===== src/rtl/ns_gnrl_burst_arb.sv =====
// rtl/ns_gnrl_burst_arb.sv - round-robin burst arbiter, grant held until last beat
// Optional: define NS_BURST_ARB_MAXLEN_EN to release the grant after MAX_BEATS beats.
module ns_gnrl_burst_arb #(
    parameter int ARBT_NUM  = 4,
    parameter int DW        = 32,
    parameter int IDW       = 2,
    parameter int MAX_BEATS = 16
) (
    input  logic                   clk,
    input  logic                   rst,
    input  logic [ARBT_NUM-1:0]    req_valid,
    input  logic [ARBT_NUM-1:0]    req_last,
    input  logic [ARBT_NUM*DW-1:0] req_data,
    output logic [ARBT_NUM-1:0]    req_ready,
    output logic                   out_valid,
    output logic [DW-1:0]          out_data,
    output logic                   out_last,
    output logic [IDW-1:0]         out_src,
    input  logic                   out_ready,
    output logic [ARBT_NUM-1:0]    grt_vec,
    output logic                   busy
);

    localparam logic [0:0] S_IDLE = 1'b0;
    localparam logic [0:0] S_LOCK = 1'b1;

    if (((1 << IDW) < ARBT_NUM) || (ARBT_NUM < 2) || (MAX_BEATS < 1)) begin : g_cfg_chk
        $error("ns_gnrl_burst_arb: illegal parameter combination");
    end

    logic [0:0]          state_q, state_d;
    logic [ARBT_NUM-1:0] grt_q, grt_d;
    logic [IDW-1:0]      src_q, src_d;
    logic [IDW-1:0]      ptr_q, ptr_d;
    logic [IDW-1:0]      lo_idx, hi_idx, win_idx;
    logic                hi_found;
    logic                xfer, rel_burst, cap_hit;

    // Winner: lowest requester at or above ptr, else lowest requester overall (wrap).
    always_comb begin
        lo_idx   = '0;
        hi_idx   = '0;
        hi_found = 1'b0;
        for (int i = ARBT_NUM - 1; i >= 0; i--) begin
            if (req_valid[i]) begin
                lo_idx = IDW'(i);
            end
            if (req_valid[i] && (i >= int'(ptr_q))) begin
                hi_idx   = IDW'(i);
                hi_found = 1'b1;
            end
        end
        win_idx = hi_found ? hi_idx : lo_idx;
    end

    // grt_q is zero outside LOCK, so the AND-OR mux also zeroes the datapath when idle.
    always_comb begin
        out_data  = '0;
        out_valid = 1'b0;
        out_last  = 1'b0;
        for (int i = 0; i < ARBT_NUM; i++) begin
            if (grt_q[i]) begin
                out_data  = out_data | req_data[i*DW +: DW];
                out_valid = out_valid | req_valid[i];
                out_last  = out_last | req_last[i];
            end
        end
    end

    assign req_ready = grt_q & {ARBT_NUM{out_ready}};
    assign out_src   = src_q;
    assign grt_vec   = grt_q;
    assign busy      = (state_q == S_LOCK);
    assign xfer      = out_valid & out_ready;
    assign rel_burst = xfer & (out_last | cap_hit);

`ifdef NS_BURST_ARB_MAXLEN_EN
    localparam int CW = $clog2(MAX_BEATS) + 1;
    logic [CW-1:0] cnt_q, cnt_d;

    assign cap_hit = (cnt_q == CW'(MAX_BEATS - 1));

    always_comb begin
        cnt_d = cnt_q;
        if (rel_burst) begin
            cnt_d = '0;
        end else if (xfer) begin
            cnt_d = cnt_q + 1'b1;
        end
    end

    always_ff @(posedge clk or posedge rst) begin
        if (rst) begin
            cnt_q <= '0;
        end else begin
            cnt_q <= cnt_d;
        end
    end
`else
    assign cap_hit = 1'b0;
`endif

    always_comb begin
        state_d = state_q;
        grt_d   = grt_q;
        src_d   = src_q;
        ptr_d   = ptr_q;
        case (state_q)
            S_IDLE: begin
                if (|req_valid) begin
                    state_d = S_LOCK;
                    grt_d   = {{(ARBT_NUM-1){1'b0}}, 1'b1} << win_idx;
                    src_d   = win_idx;
                end
            end
            S_LOCK: begin
                if (rel_burst) begin
                    state_d = S_IDLE;
                    grt_d   = '0;
                    src_d   = '0;
                    ptr_d   = (src_q == IDW'(ARBT_NUM - 1)) ? '0 : src_q + 1'b1;
                end
            end
            default: begin
                state_d = S_IDLE;
                grt_d   = '0;
                src_d   = '0;
            end
        endcase
    end

    always_ff @(posedge clk or posedge rst) begin
        if (rst) begin
            state_q <= S_IDLE;
            grt_q   <= '0;
            src_q   <= '0;
            ptr_q   <= '0;
        end else begin
            state_q <= state_d;
            grt_q   <= grt_d;
            src_q   <= src_d;
            ptr_q   <= ptr_d;
        end
    end

endmodule


===== config.mk =====
export PLATFORM = sky130hd
export DESIGN_NAME = ns_gnrl_burst_arb
export DESIGN_NICKNAME = d
export VERILOG_FILES = /design/src/rtl/ns_gnrl_burst_arb.sv
export SDC_FILE = /design/constraint.sdc
export NUM_CORES = 1
export LEC_CHECK = 0
export ABC_AREA = 1
export CAP_MARGIN = 20
export CORE_UTILIZATION = 28
export DETAILED_ROUTE_END_ITERATION = 12
export GPL_ROUTABILITY_DRIVEN = 0
export PLACE_DENSITY_LB_ADDON = 0.1
export SLEW_MARGIN = 20
export SYNTH_ARGS = -nofsm -noshare
export SYNTH_HDL_FRONTEND = slang
export SYNTH_SLANG_ARGS = --single-unit

===== constraint.sdc =====
create_clock -name clk -period 2.55 [get_ports clk]
set_clock_uncertainty 0.1 [all_clocks]
set_input_delay 0.51 -clock clk [delete_from_list [all_inputs] [get_ports clk]]
set_output_delay 0.51 -clock clk [all_outputs]
set_load 0.1 [all_outputs]

==> metrics.md <==
| Metric | Value |
|---|---|
| WP data arrival | between 1.5 and 2 ns |
| Setup TNS | 0 ns |
| Row count | 25 |
| Worst R2R Path Depth | 5 |
| Clk Latency, worst-skew pair | about 0.24 ns |
| Post-route cell area | 3681 um^2 |
| Layout cells sized above 1 | roughly 17% |
| Syn-to-layout area delta | 151.9% |
| Highest clock rate | between 400 and 500 MHz |
| Adder-cell share of the synthesized area | less than 1% |
| Dominant cells by area after synthesis | nand2_1 (41%), dfrtp_1 (15%), nand4_1 (14%) |
| DP HPWL | between 6 and 7 mm |
| Register bit total from synthesis | 9 |
| Num CTS Buffers | 3 |
| Post-CTS sizing | 0 |
| RSZ-0062 raised after global routing | false |
| Largest family of logic cells by synthesized area | simple AND/OR/NAND/NOR gates |
| Crit-path max FO | 4 |
| Total global routing overflow | 0 |
| Core area | ~5000 um^2 |
| CTS clk-pin slew, worst paths | about 0.05 ns |
| DRT Pass-1 Iters | 5 |
| DRC | 0 |
| Hold crit path type | reg -> reg |
| First-pass GRT wire length | ~11 mm |
| Layout fillers | around 400 |
| WHS Endpoint | ptr_q[0]$_DFFE_PP0P_ |
| Worst Hold Launch | ptr_q[0]$_DFFE_PP0P_ |
| Least-Margin Pin Slew | between 0.4 and 0.5 ns |
| Syn Area/Cell | 5.557 um^2 |
| Cell area after synthesis | 1461 um^2 |
| Initial DRC count | 90 |
| Die Ht | around 74 um |
| DRT antenna net count | 0 |
| Post-synthesis mux area share | 0% |
| Critical path class | in -> out |
| Critical R2R Launch | grt_vec[0]$_DFFE_PP0P_ |
| Setup slack, reg-to-reg | roughly 1 ns |
| Complex-gate fraction of the synthesized area | under 10% |
| Status | finished clean |
| Setup-failing EPs final | 0 |
| Hold Path Stages | 2 |
| Antenna cells | 0 |
| Final WS setup | approximately 0.42 ns |
| Vias | about 2,400 |
| Final Hold Viols | 0 |
| Req. time, crit path | ~1.9 ns |
| CTS Root Cell | clkbuf_8 |
| Post-synth top area share | 41.10% |
| Net Count, Synth | 403 |
| Die Footprint | 5512 um^2 |
| Synth area leader | nand2_1 |
| Boundary pin count | roughly 180 |
| Period utilisation layout | between 80% and 90% |
| Critical Path Start Type | input port |
| Synth warn | 0 |
| H-Tree Depth | 1 |
| Cts-stage hold buffer count | 0 |
| Pin count of the biggest net entering global routing | 38 |
| Vias in the first global route | ~2,200 |
| CTS Sinks | 9 |
| Simple-Gate Fraction of Synth Area | ~70% |
| Initial antenna violation count | 0 |
| Pre-CTS WS | approximately 0.43 ns |
| # port buffers | 183 |
| # Max-Cap Violations | 0 |
| RR Endpoint | ptr_q[1]$_DFFE_PP0P_ |
| Clk buf depth | 2 |
| CTS tree | done |
| Relative slew slack | a little over two thirds |
| Seq/Total Area, Yosys | between 10% and 20% |
| Nets | between 500 and 600 |
| Netlist cell types | 21 |
| Initial core utilization | roughly 30% |
| Xor/xnor cell area share of the yosys netlist | 0% |
| Post-DP Area | about 3600 um^2 |
| Tot GR Track Use | 26.38% |
| Chip Width | ~74 um |
| Post-CTS Setup Repair Bufs | 0 |
| Kind of end point of the critical path | primary output |
| WL final | a little under 8 mm |
| DR WL/cell | 15.39 um |
| Vias per cell | approximately 4.8 |
| Syn Inst Count | approximately 260 |
| Pins over their slew limit | 0 |
| Post-layout min period | about 2.1 ns |
[worst max-delay path by stage]
stage	startpoint	endpoint	slack, ns	depth (start not counted)
2_1_floorplan	grt_vec[2]$_DFFE_PP0P_	out_data[13]	0.006	4
3_3_place_gp	req_valid[3]	out_valid	0.45	4
3_5_place_dp	req_valid[1]	out_valid	0.43	4
4_1_cts	req_valid[1]	out_valid	0.43	4
5_1_grt	req_valid[1]	out_valid	0.38	4
6_report	req_valid[1]	out_valid	0.42	4
[registers in the layout, summed over array words and instances (netlist names)]
| name | count |
|---|---|
| ptr_q | 2 |
| busy | 1 |
| grt_vec | 4 |
| out_src | 2 |
[synth_stat cells (all sizes together)]
library cell and count:
dfrtp 9, buf 12, o21a 1, nand3 9
clkbuf 5, nand4 34, nand3b 1, ha 1
o21ai 2, or2 1, a21oi 2, inv 14
nand2 168, nor2 4
[metal layers]
metal	part of all wire, %	wire length (um)	vias to the layer above	track usage, %
met5	0	0	-	0
met4	3.8	294	0	11.53
met3	9.5	735	24	7.182
met2	49	3790	116	46.46
met1	37	2876	1065	29.84
li1	-	-	1186	-
[kinds of logic after synthesis]
logic type,Yosys count
buffers and inverters,31
and+or+nand+nor,217
AOI/OAI and AO/OA,5
DFF,9
adders and majority gates,1
[worst max-delay path, stage by stage]
cell	delay, ns
clkdlybuf4s50_1	0.56
nand2_2	0.10
nand4_4	0.16
buf_12	0.18
[cells in the final DEF (no fill, tap or decap), drive strengths merged]
| cell | instances |
|---|---|
| nand2 | 168 |
| ha | 1 |
| o21ai | 2 |
| inv | 14 |
| nand3b | 1 |
| nand3 | 9 |
| nor2 | 4 |
| or2 | 1 |
| a21oi | 2 |
| nand4 | 34 |
| buf | 45 |
| clkbuf | 4 |
| clkdlybuf4s50 | 138 |
| o21a | 1 |
| dfrtp | 9 |
[stage by stage]
| stage | utilization (%) | cells | hold WS, ns |
|---|---|---|---|
| final | 75.44 | 500 | 0.4113 |
| after global routing | 75.44 | 500 | 0.4423 |
| after CTS | 75.44 | 500 | 0.4137 |
| after detailed placement | 74.51 | 496 | 0.4010 |
| after global placement | 74.51 | 496 | 0.3913 |
| after floorplan | - | 263 | 0.2380 |
[layout make-up]
cell class,count,area (um^2),share of cell area [%]
Clock buffer,4,45.04,1.224
Sequential cell,9,240.2,6.526
Inverter,14,52.55,1.428
Timing Repair Buffer,183,2195,59.62
Tap cell,67,83.83,2.277
Multi-Input combinational cell,223,1065,28.93
Power is left out: the tool's default activity adds up to more than one toggle a clock period on the data nets, which glitch-free logic cannot reach.
